===== src/rtl/sseg_num_writer.sv =====
// Binary-to-BCD writer for the seven-segment array's per-digit write port.
// Ports: start/mag/neg/dp_en/dp_pos in, busy/done/ovf status, wr/sel/val/en/sign/dp + done_tick to the array.
// Optional leading-zero blanking: define SSEG_NUM_WRITER_LZB_EN.
module sseg_num_writer #(
  parameter int SSEG_BITS = 3,
  parameter int SSEG_N    = 4,
  parameter int VAL_BITS  = 14
) (
  input  logic                 clk,
  input  logic                 reset,
  input  logic                 start,
  input  logic [VAL_BITS-1:0]  mag,
  input  logic                 neg,
  input  logic                 dp_en,
  input  logic [SSEG_BITS-1:0] dp_pos,
  input  logic                 done_tick,
  output logic                 busy,
  output logic                 done,
  output logic                 ovf,
  output logic                 wr,
  output logic [SSEG_BITS-1:0] sel,
  output logic [3:0]           val,
  output logic                 en,
  output logic                 sign,
  output logic                 dp
);

  localparam int DW = 4 * SSEG_N;
  localparam int CW = $clog2(VAL_BITS + 1);
  localparam logic [31:0] POS_LIM = 32'(10**SSEG_N - 1);
  localparam logic [31:0] NEG_LIM = 32'(10**(SSEG_N - 1) - 1);

  typedef enum logic [2:0] {
    S_IDLE, S_CONV, S_FMT, S_WR, S_WAIT
  } state_t;

  state_t               state;
  logic [VAL_BITS-1:0]  bin;
  logic [DW-1:0]        bcd;
  logic [CW-1:0]        cnt;
  logic [SSEG_BITS-1:0] idx;
  logic                 neg_q;
  logic                 dpen_q;
  logic [SSEG_BITS-1:0] dppos_q;
  logic                 ovf_q;

  logic [SSEG_N-1:0][3:0] fval;
  logic [SSEG_N-1:0]      fen;
  logic [SSEG_N-1:0]      fsign;
  logic [SSEG_N-1:0]      fdp;

  logic [DW-1:0]          bcd_adj;
  logic [DW+VAL_BITS-1:0] sh;
  logic                   ovf_chk;

  logic [SSEG_N-1:0][3:0] f_val;
  logic [SSEG_N-1:0]      f_en;
  logic [SSEG_N-1:0]      f_sign;
  logic [SSEG_N-1:0]      f_dp;

  logic [3:0] r_val;
  logic       r_en;
  logic       r_sign;
  logic       r_dp;

  always_comb begin
    bcd_adj = bcd;
    for (int i = 0; i < SSEG_N; i++) begin
      if (bcd[4*i +: 4] >= 4'd5)
        bcd_adj[4*i +: 4] = bcd[4*i +: 4] + 4'd3;
    end
    sh = {bcd_adj, bin} << 1;
  end

  // Overflow is a plain magnitude compare; the BCD keeps only SSEG_N digits.
  always_comb begin
    if (neg)
      ovf_chk = 32'(mag) > NEG_LIM;
    else
      ovf_chk = 32'(mag) > POS_LIM;
  end

`ifdef SSEG_NUM_WRITER_LZB_EN
  logic [SSEG_N-1:1] hz;

  // hz[k]: every BCD digit from k upward is zero.
  always_comb begin
    logic z;
    z  = 1'b1;
    hz = '0;
    for (int k = SSEG_N - 1; k >= 1; k--) begin
      z     = z & (bcd[4*k +: 4] == 4'd0);
      hz[k] = z;
    end
  end
`endif

  always_comb begin
    f_val  = '0;
    f_en   = '1;
    f_sign = '0;
    f_dp   = '0;
    for (int k = 0; k < SSEG_N; k++) begin
      f_val[k] = bcd[4*k +: 4];
      f_dp[k]  = dpen_q && (dppos_q == SSEG_BITS'(k));
    end
`ifdef SSEG_NUM_WRITER_LZB_EN
    for (int k = 1; k < SSEG_N; k++) begin
      if (hz[k] && !(dpen_q && (SSEG_BITS'(k) <= dppos_q)))
        f_en[k] = 1'b0;
    end
`endif
    if (neg_q) begin
      f_en[SSEG_N-1]   = 1'b1;
      f_sign[SSEG_N-1] = 1'b1;
      f_val[SSEG_N-1]  = 4'd0;
    end
    if (ovf_q) begin
      f_val  = '0;
      f_en   = '1;
      f_sign = '1;
      f_dp   = '0;
    end
  end

  always_comb begin
    r_val  = 4'd0;
    r_en   = 1'b0;
    r_sign = 1'b0;
    r_dp   = 1'b0;
    for (int k = 0; k < SSEG_N; k++) begin
      if (idx == SSEG_BITS'(k)) begin
        r_val  = fval[k];
        r_en   = fen[k];
        r_sign = fsign[k];
        r_dp   = fdp[k];
      end
    end
  end

  always_ff @(posedge clk or negedge reset) begin
    if (!reset) begin
      state   <= S_IDLE;
      bin     <= '0;
      bcd     <= '0;
      cnt     <= '0;
      idx     <= '0;
      neg_q   <= 1'b0;
      dpen_q  <= 1'b0;
      dppos_q <= '0;
      ovf_q   <= 1'b0;
      fval    <= '0;
      fen     <= '0;
      fsign   <= '0;
      fdp     <= '0;
      busy    <= 1'b0;
      done    <= 1'b0;
      ovf     <= 1'b0;
      wr      <= 1'b0;
      sel     <= '0;
      val     <= '0;
      en      <= 1'b0;
      sign    <= 1'b0;
      dp      <= 1'b0;
    end else begin
      done <= 1'b0;
      wr   <= 1'b0;
      unique case (state)
        S_IDLE: begin
          if (start) begin
            bin     <= mag;
            bcd     <= '0;
            cnt     <= '0;
            neg_q   <= neg;
            dpen_q  <= dp_en;
            dppos_q <= dp_pos;
            ovf_q   <= ovf_chk;
            ovf     <= 1'b0;
            busy    <= 1'b1;
            state   <= S_CONV;
          end
        end
        S_CONV: begin
          bcd <= sh[DW+VAL_BITS-1:VAL_BITS];
          bin <= sh[VAL_BITS-1:0];
          cnt <= cnt + 1'b1;
          if (cnt == CW'(VAL_BITS - 1))
            state <= S_FMT;
        end
        S_FMT: begin
          fval  <= f_val;
          fen   <= f_en;
          fsign <= f_sign;
          fdp   <= f_dp;
          ovf   <= ovf_q;
          idx   <= '0;
          state <= S_WR;
        end
        S_WR: begin
          wr    <= 1'b1;
          sel   <= idx;
          val   <= r_val;
          en    <= r_en;
          sign  <= r_sign;
          dp    <= r_dp;
          state <= S_WAIT;
        end
        S_WAIT: begin
          // wr still high here means this is the strobe cycle itself.
          if (done_tick && !wr) begin
            if (idx == SSEG_BITS'(SSEG_N - 1)) begin
              done  <= 1'b1;
              busy  <= 1'b0;
              state <= S_IDLE;
            end else begin
              idx   <= idx + 1'b1;
              state <= S_WR;
            end
          end
        end
        default: state <= S_IDLE;
      endcase
    end
  end

endmodule


===== config.mk =====
export PLATFORM = sky130hd
export DESIGN_NAME = sseg_num_writer
export DESIGN_NICKNAME = d
export VERILOG_FILES = /design/src/rtl/sseg_num_writer.sv
export SDC_FILE = /design/constraint.sdc
export NUM_CORES = 1
export LEC_CHECK = 0
export BUFFER_PORTS_ARGS = -buffer_cell sky130_fd_sc_hd__buf_4
export CORE_MARGIN = 3
export CORE_UTILIZATION = 28
export CTS_CLUSTER_SIZE = 28
export DETAILED_ROUTE_END_ITERATION = 7
export GPL_ROUTABILITY_DRIVEN = 0
export PLACE_DENSITY = 0.5
export RECOVER_POWER = 25
export SKIP_LAST_GASP = 1
export SLEW_MARGIN = 20
export SYNTH_ARGS = -nofsm -noshare
export SYNTH_HDL_FRONTEND = slang
export SYNTH_SLANG_ARGS = --single-unit

===== constraint.sdc =====
create_clock -name clk -period 1.9 [get_ports clk]
set_input_delay 0.38 -clock clk [delete_from_list [all_inputs] [get_ports clk]]
set_output_delay 0.38 -clock clk [all_outputs]
set_load 0.05 [all_outputs]

==> results_dict.tcl, run 1 <==
set metrics [dict create \
    cts_buffer_depth 2 \
    grt_max_degree 39 \
    die_area_sq_mm 0.0157 \
    nNetsFinal 473 \
    critPathLaunchType "flip-flop" \
    p_int_w 0.00491 \
    placed_area_sq_mm 0.00445 \
    hp-class "primary input to async pin" \
    route.detailed.drc 0 \
    crit_arrival_ns 1.99 \
    p_comb_share_pct 40.1 \
    power_w 0.00813 \
    wirelength_mm 8.54 \
    worst_slew_pin_slew_ns 0.866 \
    synth_edf_count 0 \
    p_per_area_mw_per_mm2 1710 \
    cts_resized 0 \
    grt-ovfl-total 0 \
    synth_area_sq_mm 0.00399 \
    synth_cells 403 \
    path_clk_slew_ns 0.06 \
    die_h_microns 125 \
    root_buffer "clkbuf_16" \
    yosys.area_share.xor_xnor_pct 1.76 \
    drt_iter0_markers 180 \
    ys_async_sr_fraction_pct 100 \
    ys_ff_latch 83 \
    worst_slack_ns 0.174 \
    n_antenna_cell 0 \
    grt_pass1_vias 2913 \
    setup_tns_ns 0 \
    synth_nets 441 \
    relSlewSlack_pct 42.3 \
    rsz0062_at_grt "no" \
    reg2reg_slack_ns 0.17 \
    crit_path_end_kind "flip-flop" \
    p_seq_share_pct 37.0 \
    yosys.area_share.simple_pct 14.8 \
    ys.flop_type "dfrtp_1" \
    r2r_cells 5 \
    synth_top_area_share_pct 52.0 \
    grt_pass1_wl_mm 14.6 \
    setup_viol 0 \
    htreeDepth 3 \
    p_leak_nw 2.09 \
    fillers 1361 \
    holdWs_ns 0.151 \
    worstPathMaxFanout 13 \
    vias 2899 \
    numCtsBuffers 9 \
    worstSetupPathType "flip-flop to flip-flop" \
    synth.distinct_cells 41 \
    core.rowCount 42 \
    netSwitchingPower_w 0.00323 \
    dr.pass1.iters 4 \
    holdBufCountCts 0 \
    routedWlPerCell_microns 13.9 \
    fmax_mhz 579 \
    synth_top_cell_by_area "dfrtp_1" \
    synthAdderAreaFrac_pct 4.70 \
    worstPathRequired_ns 2.16 \
    cts_sinks 83 \
    ios 37 \
    drive_gt1_share_pct 14.8 \
    synthMuxAreaShare_pct 5.36 \
    synth_area_leaders "dfrtp_1 52%, nand2_1 6.8%, o21ai_0 6.5%" \
    ys_seq_area_share_pct 52.0 \
    hold_violations 0 \
    post-place-ws_ns 0.203 \
    insertion_delay_ns 0.33 \
    core_area_sq_mm 0.0136 \
    timing.clock.skew_ns 0.00490 \
    post_cts_buffers 0 \
    antenna_found_initial 0 \
    p_sw_share_pct 39.7 \
    r2r-end "val[0]$_DFFE_PN0P_" \
    ir_worst_vdd_v 0.000471 \
    fp.dieW_microns 125 \
    synth_top_family_by_area "compound AO/OA/AOI/OAI gates" \
    stdcell_area_sq_mm 0.00475 \
    start_util_pct 29.3 \
    fin_crit_ns 1.73 \
    fin_crit_sh_pct 90.9 \
    status "finished clean" \
    cts_tree "yes" \
    synthToLayoutAreaGrowth_pct 19.1 \
    grt.total_usage_pct 11.4 \
    slew_viol_final 0 \
    ant_nets 0 \
    critical_path.endpoint "val[0]$_DFFE_PN0P_" \
    hpwlAfterDp_mm 6.07 \
    critPathLaunch "idx[0]$_DFFE_PN0P_" \
    synthesis.yosys.warnings 0 \
    r2r_start "idx[0]$_DFFE_PN0P_" \
    port-buffer-count 36 \
    p_clk_share_pct 22.9 \
    viasPerCell 4.72 \
    synth.avg_cell_area_sq_um 9.90 \
    synth_compound_area_share_pct 16.3 \
    drv_cap 0 \
]
## state kept, by name, indices dropped and copies added (netlist names)
register / count
busy: 1
sel: 3
sign: 1
idx: 3
cnt: 4
dppos_q: 3
fsign: 2
dpen_q: 1
ovf: 1
fen: 1
bcd: 16
wr: 1
fval: 16
fdp: 4
done: 1
val: 4
ovf_q: 1
state: 3
dp: 1
en: 1
neg_q: 1
bin: 14
## power groups by stage
stage / clock [W] / sequential, W / combinational [W]
5_1_grt: 0.00198 / 0.00312 / 0.00371
2_1_floorplan: 0 / 0.00322 / 0.00223
4_1_cts: 0.00192 / 0.00302 / 0.00332
6_report: 0.00186 / 0.00301 / 0.00326
3_3_place_gp: 0 / 0.00303 / 0.00324
3_5_place_dp: 0 / 0.00305 / 0.00330
## cell families after synthesis
family / after synthesis
compound gates: 109
xor+xnor: 8
fa+ha+maj: 15
buf+inv: 41
flops: 83
mux: 21
simple gates: 126
## worst min-delay path by stage
stage	depth (start not counted)	from	to	slack [ns]
after floorplan	0	reset	bcd[0]$_DFFE_PN0P_	0.08
after global placement	1	reset	done$_DFF_PN0_	0.37
after detailed placement	1	reset	wr$_DFF_PN0_	0.37
after CTS	1	reset	wr$_DFF_PN0_	0.01
after global routing	1	reset	wr$_DFF_PN0_	0.24
final	1	reset	wr$_DFF_PN0_	0.15
## cells in the mapped netlist (2+ instances only)
cell type and instances:
dfrtp_1 83, nand2_1 72, o21ai_0 52, a21oi_1 18
inv_1 18, mux2i_1 18, ha_1 15, nor2_1 14
nand2b_1 11, o21ai_1 10, buf_2 9, nand3_1 8
clkbuf_1 7, nor3_1 6, o31ai_1 6, a22o_1 5
a32oi_1 5, a32o_1 4, xnor2_1 4, xor2_1 4
buf_4 3, mux2_2 3, buf_6 2, nand4_1 2
nor2b_1 2, nor3b_1 2, nor4_1 2, nor4b_2 2
o21a_1 2, o21bai_1 2, o31ai_2 2
## layer usage
layer / up-vias / track usage, % / wire, microns
met4: 0 / 4.97 / 169
li1: 1468 / - / -
met3: 15 / 2.13 / 235
met2: 45 / 17.8 / 3860
met5: - / 0 / 0
met1: 1371 / 15.4 / 4270
## area by class of cell
cell class,instances,area (sq um),area share (%)
clock inverters,2,60.1,1.26
inverters,19,71.3,1.50
clock buffers,12,256,5.40
flip-flops and latches,83,2080,43.7
well taps,176,220,4.63
multi-input cells,279,1730,36.3
repair buffers,43,343,7.21
## stage by stage
step | instances | utilization (%)
2_1_floorplan | 403 | -
3_3_place_gp | 600 | 32.7
3_5_place_dp | 600 | 32.7
4_1_cts | 614 | 35.1
5_1_grt | 614 | 34.9
6_report | 614 | 34.9
## critical path, stage by stage (launching register included)
cell	delay, ns
dfrtp_1	0.42
ha_1	0.22
ha_1	0.33
nor2_1	0.34
a32oi_1	0.18
a21oi_1	0.17
## cells in the final DEF (no fill, tap or decap), types with 5 or more instances in the layout
master,n
buf_4,39
a32oi_1,5
nand2b_1,11
a21oi_1,18
a22o_1,5
nor2_1,14
dfrtp_1,83
nor3_1,6
o21ai_1,10
o31ai_1,6
o21ai_0,52
nand3_1,8
ha_1,15
inv_1,18
mux2i_1,18
clkbuf_16,9
nand2_1,72
Note: power is estimated with default switching activity, not from simulation.
==> run 2: changes to the inputs <==
--- a/config.mk
+++ b/config.mk
@@ -5,7 +5,7 @@
 export SDC_FILE = /design/constraint.sdc
 export NUM_CORES = 1
 export LEC_CHECK = 0
-export BUFFER_PORTS_ARGS = -buffer_cell sky130_fd_sc_hd__buf_4
+export BUFFER_PORTS_ARGS = -buffer_cell sky130_fd_sc_hd__buf_2
 export CORE_MARGIN = 3
 export CORE_UTILIZATION = 28
 export CTS_CLUSTER_SIZE = 28
==> run 2 against run 1 <==
Total power shrank 1.0%. Worst setup slack gained 0.0039 ns. Critical path depth is the same. Final cell count grew 1.1%. Die area is the same. Global-route usage grew 0.33 points. Hold slack gained 0.10 ns. Flip-flop and latch count is the same. Highest routed layer unchanged.
==> results_dict.tcl, run 2 (synthesis gave the netlist of run 1 again) <==
set metrics [dict create \
    routedWlPerCell_microns 14.0 \
    grt_max_degree 35 \
    crit_path_end_kind "flip-flop" \
    fillers 1401 \
    synthToLayoutAreaGrowth_pct 17.5 \
    grt-ovfl-total 0 \
    placed_area_sq_mm 0.00440 \
    cts_sinks 83 \
    route.met3.wl_microns 280 \
    wl_met2_mm 4.01 \
    relSlewSlack_pct 52.6 \
    reg_top3 "bcd (16), fval (16), bin (14)" \
    post_cts_buffers 0 \
    wl_met1_mm 4.22 \
    r2r-end "val[0]$_DFFE_PN0P_" \
    min-delay-start "dp_pos[1]" \
    drv_cap 0 \
    power_w 0.00805 \
    root_buffer "clkbuf_16" \
    drt_iter0_markers 192 \
    route.detailed.drc 0 \
    ios 37 \
    setup_viol 0 \
    r2r_start "idx[0]$_DFFE_PN0P_" \
    hold_path_end "dppos_q[1]$_DFFE_PN0P_" \
    vias 2934 \
    viasPerCell 4.72 \
    wirelength_mm 8.69 \
    drive_gt1_share_pct 15.7 \
    final_cell_mix "83 x dfrtp_1, 72 x nand2_1, 52 x o21ai_0, 35 x buf_2" \
    start_util_pct 29.3 \
    grt_pass1_wl_mm 15.1 \
    die_h_microns 125 \
    nNetsFinal 478 \
    routed.top_layer "met4" \
    critPathLaunchType "flip-flop" \
    cts_buffer_depth 2 \
    final_common_cell "dfrtp_1" \
    fmax_mhz 581 \
    numCtsBuffers 9 \
    seq_area_sq_mm 0.00208 \
    dr.pass1.iters 4 \
    r2r_cells 5 \
    reg2reg_slack_ns 0.18 \
    core_area_sq_mm 0.0136 \
    core.rowCount 42 \
    multi_input_comb_area_sq_mm 0.00173 \
    ir_worst_vdd_v 0.000507 \
    fin_util_pct 34.5 \
    p_leak_nw 2.08 \
    n_antenna_cell 0 \
    fin_crit_ns 1.72 \
    final_cell_count_no_fill 621 \
    hp-class "primary input to flip-flop" \
    hold_path_depth 3 \
    htreeDepth 3 \
    cts_tree "yes" \
    die_area_sq_mm 0.0157 \
    worstSetupPathType "flip-flop to flip-flop" \
    hpwlAfterDp_mm 6.27 \
    timing.clock.skew_ns 0.00548 \
    worstPathRequired_ns 2.15 \
    antenna_found_initial 0 \
    port-buffer-count 36 \
    setup_tns_ns 0 \
    fp.dieW_microns 125 \
    grt.total_usage_pct 11.7 \
    stdcell_area_sq_mm 0.00469 \
    grt_pass1_vias 2993 \
    insertion_delay_ns 0.33 \
    ant_nets 0 \
    path_clk_slew_ns 0.06 \
    worst_slew_pin_slew_ns 0.711 \
    p_per_area_mw_per_mm2 1720 \
    crit_arrival_ns 1.97 \
    worstPathMaxFanout 13 \
    slew_viol_final 0 \
    fin_crit_sh_pct 90.7 \
    status "finished clean" \
    dp.cells 604 \
    rsz0062_at_grt "no" \
    hold_violations 0 \
]
-- run 2: changes by cell type in the layout (fill, tap and decap cells not counted), sizes merged --
cell | previous run | this run
clkbuf | 13 | 18
buf | 42 | 44
dlygate4sd3 | 0 | 1
bufinv | 2 | 1
-- run 2: where the power goes --
| part | total, W | leakage, nW | internal, W | switching [W] |
|---|---|---|---|---|
| combinational | 0.00329 | 0.853 | 0.00119 | 0.00210 |
| sequential | 0.00299 | 1.08 | 0.00245 | 0.000537 |
| clock | 0.00177 | 0.150 | 0.00113 | 0.000640 |
| total | 0.00805 | 2.08 | 0.00477 | 0.00328 |
-- run 2: repair_timing --
item / in CTS / in global routing
hold buffers: 1 / 0
resized for setup: 0 / 1
endpoints found under the hold margin: 25 / 0
endpoints found under the setup margin: 0 / 4
-- run 2: layout make-up --
type / count / area share (%)
clock buffer: 15 / 5.92
timing repair buffer: 48 / 6.08
inverter: 19 / 1.52
sequential: 83 / 44.3
multi-input combinational: 279 / 36.8
tap: 176 / 4.70
clock inverter: 1 / 0.640
-- run 2: worst max-delay path by stage --
stage          slack, ns                  to  cells after the start          startpoint
2_1_floorplan       0.35  idx[0]$_DFFE_PN0P_                      6  idx[0]$_DFFE_PN0P_
3_3_place_gp        0.19  val[3]$_DFFE_PN0P_                      5  idx[0]$_DFFE_PN0P_
3_5_place_dp        0.07  val[0]$_DFFE_PN0P_                      5  idx[0]$_DFFE_PN0P_
4_1_cts             0.06  val[0]$_DFFE_PN0P_                      5  idx[0]$_DFFE_PN0P_
5_1_grt             0.01    sign$_DFFE_PN0P_                      6  idx[0]$_DFFE_PN0P_
6_report            0.18  val[0]$_DFFE_PN0P_                      5  idx[0]$_DFFE_PN0P_
-- run 2: stage by stage --
stage | hold slack (ns) | setup WS [ns]
CTS | 0.237 | 0.0551
floorplan | 0.0844 | 0.345
global route | 0.261 | 0.0109
detailed placement | 0.343 | 0.0713
global placement | 0.340 | 0.191
finish | 0.251 | 0.178
-- run 2: routing by layer --
metal,up-vias,global-route usage [%]
li1,1475,-
met1,1407,15.6
met2,42,18.3
met3,10,2.69
met4,0,5.10
met5,-,0
-- run 2: worst max-delay path, stage by stage (launching register included) --
cell and delay (ns):
dfrtp_1 0.42, ha_1 0.22, ha_1 0.35, nor2_2 0.29, a32oi_1 0.18, a21oi_1 0.18
==> run 3: changes to the inputs <==
--- a/config.mk
+++ b/config.mk
@@ -7,12 +7,13 @@
 export LEC_CHECK = 0
 export BUFFER_PORTS_ARGS = -buffer_cell sky130_fd_sc_hd__buf_2
 export CORE_MARGIN = 3
-export CORE_UTILIZATION = 28
+export CORE_UTILIZATION = 45
 export CTS_CLUSTER_SIZE = 28
 export DETAILED_ROUTE_END_ITERATION = 7
 export GPL_ROUTABILITY_DRIVEN = 0
-export PLACE_DENSITY = 0.5
+export PLACE_DENSITY = 0.69
 export RECOVER_POWER = 25
+export REMOVE_ABC_BUFFERS = 1
 export SKIP_LAST_GASP = 1
 export SLEW_MARGIN = 20
 export SYNTH_ARGS = -nofsm -noshare
==> constraint.sdc (replaced) <==
create_clock -name clk -period 1.9 [get_ports clk]
set_input_delay 0.095 -clock clk [delete_from_list [all_inputs] [get_ports clk]]
set_output_delay 0.095 -clock clk [all_outputs]
set_load 0.05 [all_outputs]
==> run 3 against run 2 <==
Flip-flop and latch count did not move. Sequential share of layout area up 0.95 points. Clock-buffer cell count decreased by 5. Total power down 2.9%. Critical path type unchanged. Critical endpoint is now val[3]$_DFFE_PN0P_.
==> results_dict.tcl, run 3 (synthesis gave the netlist of run 1 again) <==
set metrics [dict create \
    fin_util_pct 54.5 \
    fin_crit_sh_pct 93.2 \
    reg_top3 "bcd (16), fval (16), bin (14)" \
    critPathSlowestCell "dfrtp_1" \
    setup_viol 0 \
    hold_violations 0 \
    rsz0062_at_grt "no" \
    grt.total_usage_pct 16.4 \
    ant_nets 0 \
    relSlewSlack_pct 32.8 \
    grt-ovfl-total 0 \
    hpwlAfterDp_mm 5.51 \
    dr.pass1.iters 4 \
    crit_chain "ha_1, ha_1, nor2_1, a32oi_1, a21oi_1" \
    numCtsBuffers 9 \
    drt_iter0_markers 151 \
    grt_max_degree 43 \
    hp-class "primary input to flip-flop" \
    setup_tns_ns 0 \
    viasPerCell 5.32 \
    synthToLayoutAreaGrowth_pct 15.0 \
    routed.top_layer "met4" \
    critPathLaunchType "flip-flop" \
    grt_pass1_wl_mm 13.3 \
    cts_sinks 83 \
    crit_path_end_kind "flip-flop" \
    placed_area_sq_mm 0.00428 \
    grt_pass1_vias 2798 \
    worstSetupPathType "flip-flop to flip-flop" \
    status "finished clean" \
    route.detailed.drc 0 \
    cts_buffer_depth 2 \
    final_common_cell "dfrtp_1" \
    critPathMaxStageDelay_ns 0.43 \
    power_w 0.00781 \
    htreeDepth 3 \
    nNetsFinal 481 \
    wl_met2_mm 3.64 \
    cp_common_cell "ha_1" \
    core.rowCount 33 \
    worstPathRequired_ns 2.17 \
    fp.dieW_microns 100 \
    core_area_sq_mm 0.00842 \
    root_buffer "clkbuf_8" \
    insertion_delay_ns 0.34 \
    route.met3.wl_microns 296 \
    wl_met1_mm 3.84 \
    port-buffer-count 36 \
    die_area_sq_mm 0.0100 \
    ios 37 \
    p_per_area_mw_per_mm2 1700 \
    timing.clock.skew_ns 0.00864 \
    final_cell_mix "83 x dfrtp_1, 72 x nand2_1, 52 x o21ai_0, 35 x buf_2" \
    stdcell_area_sq_mm 0.00459 \
    crit_arrival_ns 2.04 \
    ir_worst_vdd_v 0.000734 \
    wirelength_mm 7.86 \
    routedWlPerCell_microns 14.2 \
    p_leak_nw 2.07 \
    worstPathMaxFanout 13 \
    path_clk_slew_ns 0.08 \
    vias 2935 \
    worst_slew_pin_slew_ns 1.01 \
    fin_crit_ns 1.77 \
    fmax_mhz 565 \
    drv_cap 0 \
    slew_viol_final 0 \
    start_util_pct 47.4 \
    antenna_found_initial 0 \
    cts_tree "yes" \
    die_h_microns 100 \
    drive_gt1_share_pct 15.7 \
    n_antenna_cell 0 \
]
run 3: cell count changes in the layout (fill, tap and decap cells not counted):
| cell | previous run | this run |
|---|---|---|
| clkinv_2 | 0 | 1 |
| ha_1 | 15 | 14 |
| clkbuf_1 | 3 | 0 |
| buf_4 | 8 | 7 |
| clkbuf_16 | 9 | 0 |
| nor2_2 | 1 | 0 |
| clkbuf_4 | 2 | 1 |
| dlygate4sd3_1 | 1 | 6 |
| ha_2 | 0 | 1 |
| clkbuf_8 | 3 | 10 |
| nor2_1 | 13 | 14 |
| bufinv_16 | 1 | 4 |
run 3: worst max-delay path: cells and delay by family (launching register included):
family / cells / cell delay [ns]
compound gates: 2 / 0.36
fa+ha+maj: 2 / 0.56
flops: 1 / 0.43
simple gates: 1 / 0.35
run 3: where the power goes:
group | internal, W | switching (W) | total [W] | leakage, nW
sequential | 0.00245 | 0.000560 | 0.00301 | 1.08
clock | 0.00103 | 0.000597 | 0.00163 | 0.132
combinational | 0.00117 | 0.00201 | 0.00318 | 0.861
total | 0.00465 | 0.00317 | 0.00781 | 2.07
run 3: final timing paths:
check,startpoint,endpoint,slack (ns),cells after the start
max in group asynchronous,reset,neg_q$_DFFE_PN0P_,0.38,3
min reg2reg,fen[0]$_DFFE_PN0N_,fen[0]$_DFFE_PN0N_,0.47,1
max,idx[0]$_DFFE_PN0P_,val[3]$_DFFE_PN0P_,0.13,5
min,neg,neg_q$_DFFE_PN0P_,0.02,2
min in group asynchronous,reset,sel[2]$_DFFE_PN0P_,0.45,2
max reg2reg,idx[0]$_DFFE_PN0P_,val[3]$_DFFE_PN0P_,0.13,5
run 3: routing by layer:
metal	global-route usage [%]	vias up
li1	-	1474
met1	22.3	1401
met2	26.4	53
met3	4.31	7
met4	3.94	0
met5	0	-
run 3: final cells by class:
cell class	count	area [sq um]
Clock inverter	5	125
Fill cell	756	3830
Clock buffer	10	138
Sequential cell	83	2080
Tap cell	105	131
Timing Repair Buffer	51	320
Inverter	19	71.3
Multi-Input combinational cell	279	1730
run 3: stage by stage:
stage	setup WS (ns)	instances	hold slack, ns
2_1_floorplan	-1.44	381	-0.201
3_3_place_gp	0.195	531	0.113
3_5_place_dp	0.167	531	0.118
4_1_cts	0.140	552	0.00602
5_1_grt	0.0328	552	0.00737
6_report	0.129	552	0.0193
run 3: what timing repair did:
item / 4_1_cts / 5_1_grt
hold endpoints to repair: 45 / 0
setup endpoints to repair: 0 / 1
setup buffers: 0 / 0
hold buffers: 6 / 0
gates resized for setup: 0 / 1
